===== src/rtl/seq_alu_if.sv =====
`default_nettype none
// ============================================================================
// Module   : seq_alu_if
// Brief    : Start/Busy/Done operand and result bundle for the sequential ALU.
// Revision : 1.0 - initial release
// ============================================================================
interface seq_alu_if #(
  parameter int WIDTH = 32
);
  logic             Start;
  logic [3:0]       ALUControl;
  logic [WIDTH-1:0] A;
  logic [WIDTH-1:0] B;
  logic [WIDTH-1:0] ALUResult;
  logic [WIDTH-1:0] ALUResultHi;
  logic             Zero;
  logic             Overflow;
  logic             DivByZero;
  logic             Busy;
  logic             Done;

  modport master (
    output Start, ALUControl, A, B,
    input  ALUResult, ALUResultHi, Zero, Overflow, DivByZero, Busy, Done
  );

  modport slave (
    input  Start, ALUControl, A, B,
    output ALUResult, ALUResultHi, Zero, Overflow, DivByZero, Busy, Done
  );
endinterface
`default_nettype wire


===== src/rtl/seq_alu.sv =====
`default_nettype none
// ============================================================================
// Module   : seq_alu
// Brief    : Registered ALU; single-cycle logic/arith ops plus multi-cycle
//            shift-add MUL and restoring DIVU behind a start/busy/done handshake.
// Revision : 1.0 - initial release
// ============================================================================
module seq_alu #(
  parameter int WIDTH = 32,
  parameter int CNT_W = 6
) (
  input  wire logic   clk,
  input  wire logic   rst_n,
  seq_alu_if.slave    bus
);

  localparam logic [0:0] c_idle = 1'b0;
  localparam logic [0:0] c_run  = 1'b1;

  localparam logic [3:0] c_op_and  = 4'b0000;
  localparam logic [3:0] c_op_or   = 4'b0001;
  localparam logic [3:0] c_op_add  = 4'b0010;
  localparam logic [3:0] c_op_sub  = 4'b0110;
  localparam logic [3:0] c_op_slt  = 4'b0111;
  localparam logic [3:0] c_op_nor  = 4'b1100;
  localparam logic [3:0] c_op_mul  = 4'b1000;
  localparam logic [3:0] c_op_divu = 4'b1001;

  logic [0:0]       r_state;
  logic [CNT_W-1:0] r_cnt;
  logic             r_is_div;
  logic [WIDTH-1:0] r_opd;
  logic [WIDTH-1:0] r_hi;
  logic [WIDTH-1:0] r_lo;
  logic [WIDTH-1:0] r_result;
  logic [WIDTH-1:0] r_result_hi;
  logic             r_zero;
  logic             r_ovf;
  logic             r_dbz;
  logic             r_done;

  logic [WIDTH-1:0] w_b_neg;
  logic [WIDTH-1:0] w_res;
  logic [WIDTH-1:0] w_res_hi;
  logic             w_ovf;
  logic             w_dbz;
  logic             w_multi;

  always_comb begin
    w_b_neg  = ~bus.B + WIDTH'(1);
    w_res    = '0;
    w_res_hi = '0;
    w_ovf    = 1'b0;
    w_dbz    = 1'b0;
    w_multi  = 1'b0;
    case (bus.ALUControl)
      c_op_and: w_res = bus.A & bus.B;
      c_op_or:  w_res = bus.A | bus.B;
      c_op_add: begin
        w_res = bus.A + bus.B;
        w_ovf = (bus.A[WIDTH-1] == bus.B[WIDTH-1]) && (w_res[WIDTH-1] != bus.A[WIDTH-1]);
      end
      c_op_sub: begin
        w_res = bus.A + w_b_neg;
        w_ovf = (bus.A[WIDTH-1] == w_b_neg[WIDTH-1]) && (w_res[WIDTH-1] != bus.A[WIDTH-1]);
      end
      c_op_slt: w_res = {{(WIDTH-1){1'b0}}, ($signed(bus.A) < $signed(bus.B))};
      c_op_nor: w_res = ~(bus.A | bus.B);
      c_op_mul: w_multi = 1'b1;
      c_op_divu: begin
        if (bus.B == '0) begin
          w_res    = '1;
          w_res_hi = bus.A;
          w_dbz    = 1'b1;
        end else begin
          w_multi = 1'b1;
        end
      end
      default: ;
    endcase
  end

  // One iteration of either algorithm; r_hi:r_lo is the shared working pair.
  logic [WIDTH:0]   w_mul_sum;
  logic [WIDTH:0]   w_div_shift;
  logic [WIDTH:0]   w_div_diff;
  logic [WIDTH-1:0] w_step_hi;
  logic [WIDTH-1:0] w_step_lo;

  always_comb begin
    w_mul_sum   = {1'b0, r_hi} + (r_lo[0] ? {1'b0, r_opd} : '0);
    w_div_shift = {r_hi, r_lo[WIDTH-1]};
    w_div_diff  = w_div_shift - {1'b0, r_opd};
    if (r_is_div) begin
      w_step_hi = w_div_diff[WIDTH] ? w_div_shift[WIDTH-1:0] : w_div_diff[WIDTH-1:0];
      w_step_lo = {r_lo[WIDTH-2:0], ~w_div_diff[WIDTH]};
    end else begin
      w_step_hi = w_mul_sum[WIDTH:1];
      w_step_lo = {w_mul_sum[0], r_lo[WIDTH-1:1]};
    end
  end

  always_ff @(posedge clk or negedge rst_n) begin
    if (!rst_n) begin
      r_state     <= c_idle;
      r_cnt       <= '0;
      r_is_div    <= 1'b0;
      r_opd       <= '0;
      r_hi        <= '0;
      r_lo        <= '0;
      r_result    <= '0;
      r_result_hi <= '0;
      r_zero      <= 1'b0;
      r_ovf       <= 1'b0;
      r_dbz       <= 1'b0;
      r_done      <= 1'b0;
    end else begin
      r_done <= 1'b0;
      case (r_state)
        c_idle: begin
          if (bus.Start) begin
            if (w_multi) begin
              r_state  <= c_run;
              r_cnt    <= CNT_W'(WIDTH);
              r_is_div <= (bus.ALUControl == c_op_divu);
              r_opd    <= (bus.ALUControl == c_op_divu) ? bus.B : bus.A;
              r_lo     <= (bus.ALUControl == c_op_divu) ? bus.A : bus.B;
              r_hi     <= '0;
            end else begin
              r_result    <= w_res;
              r_result_hi <= w_res_hi;
              r_zero      <= (w_res == '0);
              r_ovf       <= w_ovf;
              r_dbz       <= w_dbz;
              r_done      <= 1'b1;
            end
          end
        end
        c_run: begin
          r_hi  <= w_step_hi;
          r_lo  <= w_step_lo;
          r_cnt <= r_cnt - CNT_W'(1);
          if (r_cnt == CNT_W'(1)) begin
            r_state     <= c_idle;
            r_result    <= w_step_lo;
            r_result_hi <= w_step_hi;
            r_zero      <= (w_step_lo == '0);
            r_ovf       <= 1'b0;
            r_dbz       <= 1'b0;
            r_done      <= 1'b1;
          end
        end
        default: r_state <= c_idle;
      endcase
    end
  end

  assign bus.ALUResult   = r_result;
  assign bus.ALUResultHi = r_result_hi;
  assign bus.Zero        = r_zero;
  assign bus.Overflow    = r_ovf;
  assign bus.DivByZero   = r_dbz;
  assign bus.Busy        = (r_state == c_run);
  assign bus.Done        = r_done;

endmodule
`default_nettype wire


===== src/flat_wrapper.sv =====
// flat-port wrapper written by rule: the top's interface ports become plain ports
module seq_alu_flat 
#(
  parameter int WIDTH = 32,
  parameter int CNT_W = 6
)
  (clk, rst_n, bus_Start, bus_ALUControl, bus_A, bus_B, bus_ALUResult, bus_ALUResultHi, bus_Zero, bus_Overflow, bus_DivByZero, bus_Busy, bus_Done);
  seq_alu_if #(.WIDTH(WIDTH)) bus_i ();
  input  wire logic clk;
  input  wire logic rst_n;
  input wire logic [$bits(bus_i.Start)-1:0] bus_Start;
  input wire logic [$bits(bus_i.ALUControl)-1:0] bus_ALUControl;
  input wire logic [$bits(bus_i.A)-1:0] bus_A;
  input wire logic [$bits(bus_i.B)-1:0] bus_B;
  output wire logic [$bits(bus_i.ALUResult)-1:0] bus_ALUResult;
  output wire logic [$bits(bus_i.ALUResultHi)-1:0] bus_ALUResultHi;
  output wire logic [$bits(bus_i.Zero)-1:0] bus_Zero;
  output wire logic [$bits(bus_i.Overflow)-1:0] bus_Overflow;
  output wire logic [$bits(bus_i.DivByZero)-1:0] bus_DivByZero;
  output wire logic [$bits(bus_i.Busy)-1:0] bus_Busy;
  output wire logic [$bits(bus_i.Done)-1:0] bus_Done;
  assign bus_i.Start = bus_Start;
  assign bus_i.ALUControl = bus_ALUControl;
  assign bus_i.A = bus_A;
  assign bus_i.B = bus_B;
  assign bus_ALUResult = bus_i.ALUResult;
  assign bus_ALUResultHi = bus_i.ALUResultHi;
  assign bus_Zero = bus_i.Zero;
  assign bus_Overflow = bus_i.Overflow;
  assign bus_DivByZero = bus_i.DivByZero;
  assign bus_Busy = bus_i.Busy;
  assign bus_Done = bus_i.Done;
  seq_alu #(.WIDTH(WIDTH), .CNT_W(CNT_W)) u_core (.clk(clk), .rst_n(rst_n), .bus(bus_i));
endmodule

===== config.mk =====
export PLATFORM = sky130hd
export DESIGN_NAME = seq_alu_flat
export DESIGN_NICKNAME = d
export VERILOG_FILES = /design/src/rtl/seq_alu_if.sv /design/src/rtl/seq_alu.sv /design/src/flat_wrapper.sv
export SDC_FILE = /design/constraint.sdc
export NUM_CORES = 1
export LEC_CHECK = 0
export ABC_CLOCK_PERIOD_IN_PS = 5230
export CAP_MARGIN = 15
export CELL_PAD_IN_SITES_DETAIL_PLACEMENT = 1
export CELL_PAD_IN_SITES_GLOBAL_PLACEMENT = 1
export CORE_MARGIN = 2
export CORE_UTILIZATION = 45
export DETAILED_ROUTE_END_ITERATION = 10
export GPL_TIMING_DRIVEN = 0
export PLACE_DENSITY = 0.93
export SYNTH_ARGS = -nofsm -noshare
export SYNTH_HDL_FRONTEND = slang
export SYNTH_SLANG_ARGS = --single-unit

===== constraint.sdc =====
create_clock -name clk -period 5.23 [get_ports clk]
set_clock_uncertainty 0.1 [all_clocks]
set_input_delay 0.523 -clock clk [delete_from_list [all_inputs] [get_ports clk]]
set_output_delay 0.523 -clock clk [all_outputs]
set_load 0.05 [all_outputs]

; Word-level counts from Yosys, hierarchy flattened
; Cells that the tools add are included.
[totals]
register_bits = 172
input_bits = 71
output_inout_bits = 69
elab_cells = 101
[classes]
addsub = 6
order_cmp = 1
eq_ne = 16
mux = 51
bitwise_logic = 6
reduce_logical = 9
[ops]
columns = cell, n
row1 = 32-bit 2-to-1 mux, 19
row2 = 32-bit case mux with 2 select lines, 4
row3 = 32-bit case mux with 7 select lines, 1
row4 = 32-bit zero test, 3
row5 = 32-bit adder, 2
row6 = 32-bit NOT, 2
row7 = 32-bit by 33-bit adder with 33-bit output, 1
row8 = 33-bit by 32-bit subtractor with 33-bit output, 1
row9 = "32-bit by 1-bit adder with 32-bit output, second input constant", 1
row10 = 32-bit bitwise AND, 1
row11 = 32-bit less-than comparator, 1
row12 = 32-bit OR, 1
row13 = 1-bit 2-to-1 mux, 17
row14 = 1-bit case mux with 2 select lines, 7
row15 = "4-bit equality test, second input constant", 3
row16 = 6-bit 2-to-1 mux, 2
row17 = 6-bit case mux with 2 select lines, 1
row18 = "4-bit by 3-bit equality test with 1-bit output, second input constant", 2
row19 = "6-bit by 1-bit equality test with 1-bit output, second input constant", 1
row20 = "2-bit != test, second input constant", 3
row21 = 3-bit AND reduction, 2
row22 = "6-bit by 1-bit subtractor with 6-bit output, second input constant", 1
row23 = "4-bit by 1-bit equality test with 1-bit output, second input constant", 1
row24 = "4-bit by 2-bit equality test with 1-bit output, second input constant", 1
row25 = other kinds (7), 11

; Longest topological paths before layout
[depth]
depth_word = 9
mapped_depth = 19
ltp_nobuf = 19

; Worst setup path after synthesis
; Ideal clock, no wire load.
[synth_path]
path_kind = input to register
from = in bus_B[1]
to = reg u_core.r_zero (netlist: u_core.bus.Zero)
setup_ns = 0.065
t_arrival_ns = 4.258
required_ns = 5.065
setup_slack_ns = 0.807
stages = 17
cell_sequence = inv_1 > ha_1 > nor3b_1 > and3_1 > nand2_1 > nor3_1 > xnor2_1 > ha_1 > a21oi_1 > o21ai_0 > a221oi_1 > nand4_1 > a2111oi_1 > nand3_1 > or4b_2 > nor4_2 > a31o_1
[synth_between]
elab_chain_len = 8
word_cells_on_any_way = 19
classes_between = add/sub (3) / order compare (1) / eq/ne (1) / mux (7) / bitwise (4) / reduce/logical (3)
[synth_lines]
columns = item, line
row1 = "start, declared", flat_wrapper.sv:14  ; input wire logic [$bits(bus_i.B)-1:0] bus_B;
row2 = 32-bit NOT, seq_alu.sv:50  ; w_b_neg = ~bus.B + WIDTH'(1);
row3 = 32-bit by 1-bit adder with 32-bit output, seq_alu.sv:50
row4 = 32-bit adder, seq_alu.sv:64  ; w_res = bus.A + w_b_neg;
row5 = 32-bit case mux with 7 select lines, seq_alu.sv:56  ; case (bus.ALUControl)
row6 = 32-bit zero test, seq_alu.sv:132  ; r_zero <= (w_res == '0);
row7 = 1-bit 2-to-1 mux, seq_alu.sv:122  ; if (w_multi) begin
row8 = 1-bit 2-to-1 mux, seq_alu.sv:121  ; if (bus.Start) begin
row9 = 1-bit case mux with 2 select lines, seq_alu.sv:119  ; case (r_state)
row10 = "end signal, assigned", seq_alu.sv:132
row11 = "end signal, assigned", seq_alu.sv:147  ; r_zero <= (w_step_lo == '0);
row12 = "end, declared", seq_alu.sv:37  ; logic r_zero;
; Parallel ways exist; a longest one is shown, timed or not. The select of a mux whose other input is x is not followed.
; A chain may end at the register's enable or synchronous reset.

; Worst setup path in the final report
[layout_path]
from = in bus_B[4]
to = reg u_core.r_zero (netlist: u_core.bus.Zero)
; Same word-level chain as after synthesis.

==> reports/metrics.csv <==
stage,metric,value,unit
detailed_routing,initial DRC count,2688,
clock_network,cts bufs inserted,17,
clock_network,"CTS clk-pin slew, worst paths",0.07,ns
pwr,Int Pwr,5240,µW
yosys,top-area cell type share of the netlist area,0.228,
detailed_routing,post-route ant nets,0,
yosys,sequential area share after synthesis,0.228,
detailed_routing,drt total wl,93.3,mm
setup_path,CP cell instances,clkdlybuf4s50_1 > nor4_4 > buf_4 > and2_0 > clkbuf_2 > nand3_1 > xnor2_1 > ha_1 > a21oi_1 > o21ai_0 > a21o_1 > a41oi_1 > xnor2_1 > a21oi_1 > o21ai_1 > nor4_2 > nand4_1 > nor4_4 > a31o_1,
pwr,Clock power frac,0.131,
clock_network,TritonCTS clock tree,yes,
setup_path,Worst Path Arrival,5.54,ns
global_routing,vias in the first global route,22600,
yosys,largest area contributor in the netlist,dfrtp_1,
yosys,top post-synthesis cells by area,"dfrtp_1 (23%), ha_1 (13%), a21oi_1 (6.8%)",
sta,"Setup violations, final",1,
global_routing,Congestion Overflow GR,0,
sta,Fin. Hold Viols,32,
floorplan,FP Rows,74,
detailed_routing,total iterations of the first detailed-routing run,8,
yosys,Mapped Area,18800,µm²
yosys,predominant post-synthesis flop cell,dfrtp_1,
yosys,Syn Nets,2718,
pwr,Pwr Total,11200,µW
sta,Max Fclk,191,MHz
floorplan,Core Box Area,41100,µm²
floorplan,die area,43500,µm²
flow_run,Max Cap Violations,0,
setup_path,crit end category,flop,
setup_path,"slowest stage cell, crit path",clkdlybuf4s50_1,
setup_path,Worst Path Buf+Inv,3,
clock_network,Root Driver,clkbuf_16,
yosys,warnings from Yosys,0,
yosys,simple-gate share of the synthesized area,0.196,
sta,min cycle time layout,5.24,ns
floorplan,initial core utilization,0.459,
sta,Hold WS,-0.0323,ns
placement,global placer's final weighted congestion,1.01,
detailed_routing,wire per inst,29.6,µm
yosys,largest family of logic cells by synthesized area,compound AO/OA/AOI/OAI gates,
run_status,failing checks,"hold timing, setup timing",
cells_and_area,most frequent cells in the layout,"a21oi_1 (253), nor2_1 (251), nand2_1 (213)",
setup_path,CP top delay family,simple AND/OR/NAND/NOR gates,
cells_and_area,"most common cell after layout, fill and taps aside",a21oi_1,
setup_path,critical path peak fanout,6,
detailed_routing,drc violations,0,
clock_network,H-tree depth,4,
yosys,Synth Area in Compound Gates,0.291,
cells_and_area,Ant. Diodes,0,
setup_path,WP data required,5.53,ns
detailed_routing,Via-to-Cell Ratio,6.93,
pwr,Comb pwr share,0.642,
pwr,worst vdd ir,0.214,mV
run_status,outcome,finished with violations,
global_routing,gr usage total,0.417,
pwr,P per Cell Area,513,nW/µm²
pwr,Psw,5970,µW
setup_path,reg-to-reg setup timing slack,0.34,ns
yosys,Synth Area in XOR/XNOR,0.0544,
yosys,syn_area_per_cell,7.71,µm²
cells_and_area,Area growth syn-to-layout,16.0,%
cells_and_area,fraction of layout cells with a size suffix above 1,0.0526,
pwr,switching part of the total,0.533,
sta,relative slew slack,0.143,
floorplan,Die Wd,209,µm
setup_path,Worst path max stage delay,0.61,ns
min_path,hold crit path type,input pin to asynchronous set/reset pin,
clock_network,clk sinks,172,
placement,Post-Place Cells,3118,
yosys,Post-synth EDFFs,0,
yosys,Netlist cell types,89,
yosys,Adder-Cell Fraction of Synth Area,0.136,
pwr,leakage,0.00992,µW
yosys,Syn Inst Count,2444,
yosys,"flops & latches, synth",172,
placement,PortBufs,138,
sta,final worst slack,-0.0120,ns
sta,actual slew at the worst max-slew pin,1.28,ns
sta,count of pins over their slew limit,0,
global_routing,first-pass GRT wire length,138,mm
sta,Tcrit/Tclk final,1.00,
sta,RSZ-0062 raised after global routing,true,
placement,Detailed Place HPWL,71.8,mm
setup_path,critical path class,input pin to flop,
cells_and_area,"non-filler cells, final",3157,
clock_network,clock buffer depth,2,
cells_and_area,Nets,2886,
yosys,post-synthesis async set-or-reset flop share,1.00,
setup_path,Worst setup SP type,input pin,
detailed_routing,routed vias,21900,
global_routing,initial antenna violation count,2,
clock_network,clk_lat worst skew,0.46,ns
cells_and_area,number of fillers in the final layout,5131,
pwr,sequential power share,0.227,
yosys,post-synthesis mux area share,0.0366,
global_routing,largest net degree at the start of global routing,88,
placement,Post-Place Worst Slack,-1.40,ns
floorplan,DIE HEIGHT,209,µm
floorplan,num ports,140,
[repair_timing]
action                     CTS  global route
buffers inserted             5             2
setup endpoints to repair   15            10
gates cloned                 0             0
resized for setup           28            18
hold buffers                 0             0
pin swaps                    2             3
[power by group through the flow]
| stage | Clock, µW | Sequential [µW] | Combinational (µW) |
|---|---|---|---|
| finish | 1470 | 2550 | 7190 |
| global route | 1500 | 2550 | 7580 |
| CTS | 1450 | 2480 | 6940 |
| detailed placement | 0 | 2480 | 6780 |
| global placement | 0 | 2450 | 6450 |
| floorplan | 0 | 2920 | 3950 |
[cell families after synthesis]
kind of cell               count (synthesis)
AOI/OAI and AO/OA                        836
and+or+nand+nor                          769
buffers and inverters                    281
DFF                                      172
xor gates and xnor gates                 117
adders and majority gates                203
muxes                                     66
[worst reg2reg max path, cell delays in order (launching register included)]
cell and delay [ns]:
dfrtp_1 0.65, clkbuf_2 0.47, and2_1 0.26, ha_1 0.27
a211oi_1 0.54, nor4_1 0.22, o311ai_0 0.53, a21oi_1 0.20
o2111ai_1 0.33, o221ai_1 0.22, mux2i_1 0.18, a21oi_1 0.11
a211oi_2 0.48, nand2_1 0.17, nand2_1 0.11
[layer usage]
metal	vias up	share of wire	global-route usage
met5	-	0.00035	0
met4	4	0.078	0.298
met3	437	0.10	0.0939
met2	1408	0.44	0.648
met1	10800	0.38	0.512
li1	9264	-	-
[synthesized netlist by cell type (all sizes together) (9+ instances only)]
| cell type | count |
|---|---|
| inv | 151 |
| a2111oi | 9 |
| a22o | 13 |
| xor2 | 39 |
| o2111ai | 10 |
| a21oi | 257 |
| o31ai | 12 |
| xnor2 | 78 |
| dfrtp | 172 |
| mux2 | 23 |
| o21a | 18 |
| nor3 | 40 |
| mux2i | 43 |
| nand2 | 215 |
| nand3 | 44 |
| buf | 24 |
| a22oi | 31 |
| o21bai | 26 |
| nor2b | 13 |
| o221ai | 13 |
| or3 | 10 |
| clkbuf | 105 |
| nand4 | 33 |
| o211ai | 26 |
| and2 | 44 |
| nand2b | 15 |
| a21o | 81 |
| a211oi | 54 |
| a221oi | 25 |
| nor2 | 252 |
| nor4 | 39 |
| a31oi | 24 |
| a221o | 15 |
| and3 | 16 |
| o21ai | 146 |
| ha | 199 |
[sequential cells by signal (all words and copies together), names as in the netlist]
register / flops
u_core.bus.ALUResult: 32
u_core.bus.ALUResultHi: 32
u_core.bus.Busy: 1
u_core.bus.DivByZero: 1
u_core.bus.Done: 1
u_core.bus.Overflow: 1
u_core.bus.Zero: 1
u_core.r_cnt: 6
u_core.r_hi: 32
u_core.r_is_div: 1
u_core.r_lo: 32
u_core.r_opd: 32
[layout make-up]
class,count,area (µm²),share of cell area
Inverter,152,571,0.0261
Clock buffer,24,502,0.0229
Tap cell,532,666,0.0304
Buffer,129,523,0.0239
Clock inverter,8,154,0.00704
Multi-Input combinational cell,1991,13700,0.624
Sequential cell,172,4300,0.197
Timing Repair Buffer,149,1490,0.0683
[final timing paths]
path,startpoint,to,cells after the start
setup / recovery,bus_B[4],u_core.bus.Zero,19
setup reg to reg,u_core.r_lo[0],u_core.bus.ALUResultHi[24],14
max in group asynchronous,rst_n,u_core.r_opd[28],2
hold / removal,rst_n,u_core.bus.ALUResultHi[3],1
min in group clk,u_core.bus.DivByZero,u_core.bus.DivByZero,1
hold reg to reg,u_core.bus.DivByZero,u_core.bus.DivByZero,1
[through the flow]
step           instance area, µm²  utilization  TNS, ns
6_report                    21900        0.532  -0.0120
5_1_grt                     21900        0.532   -0.156
4_1_cts                     21800        0.530        0
3_5_place_dp                21000        0.510   -13.98
3_3_place_gp                20900        0.508  -641.51
2_1_floorplan               18800            -        0
Note: power is estimated with default switching activity, not from simulation.
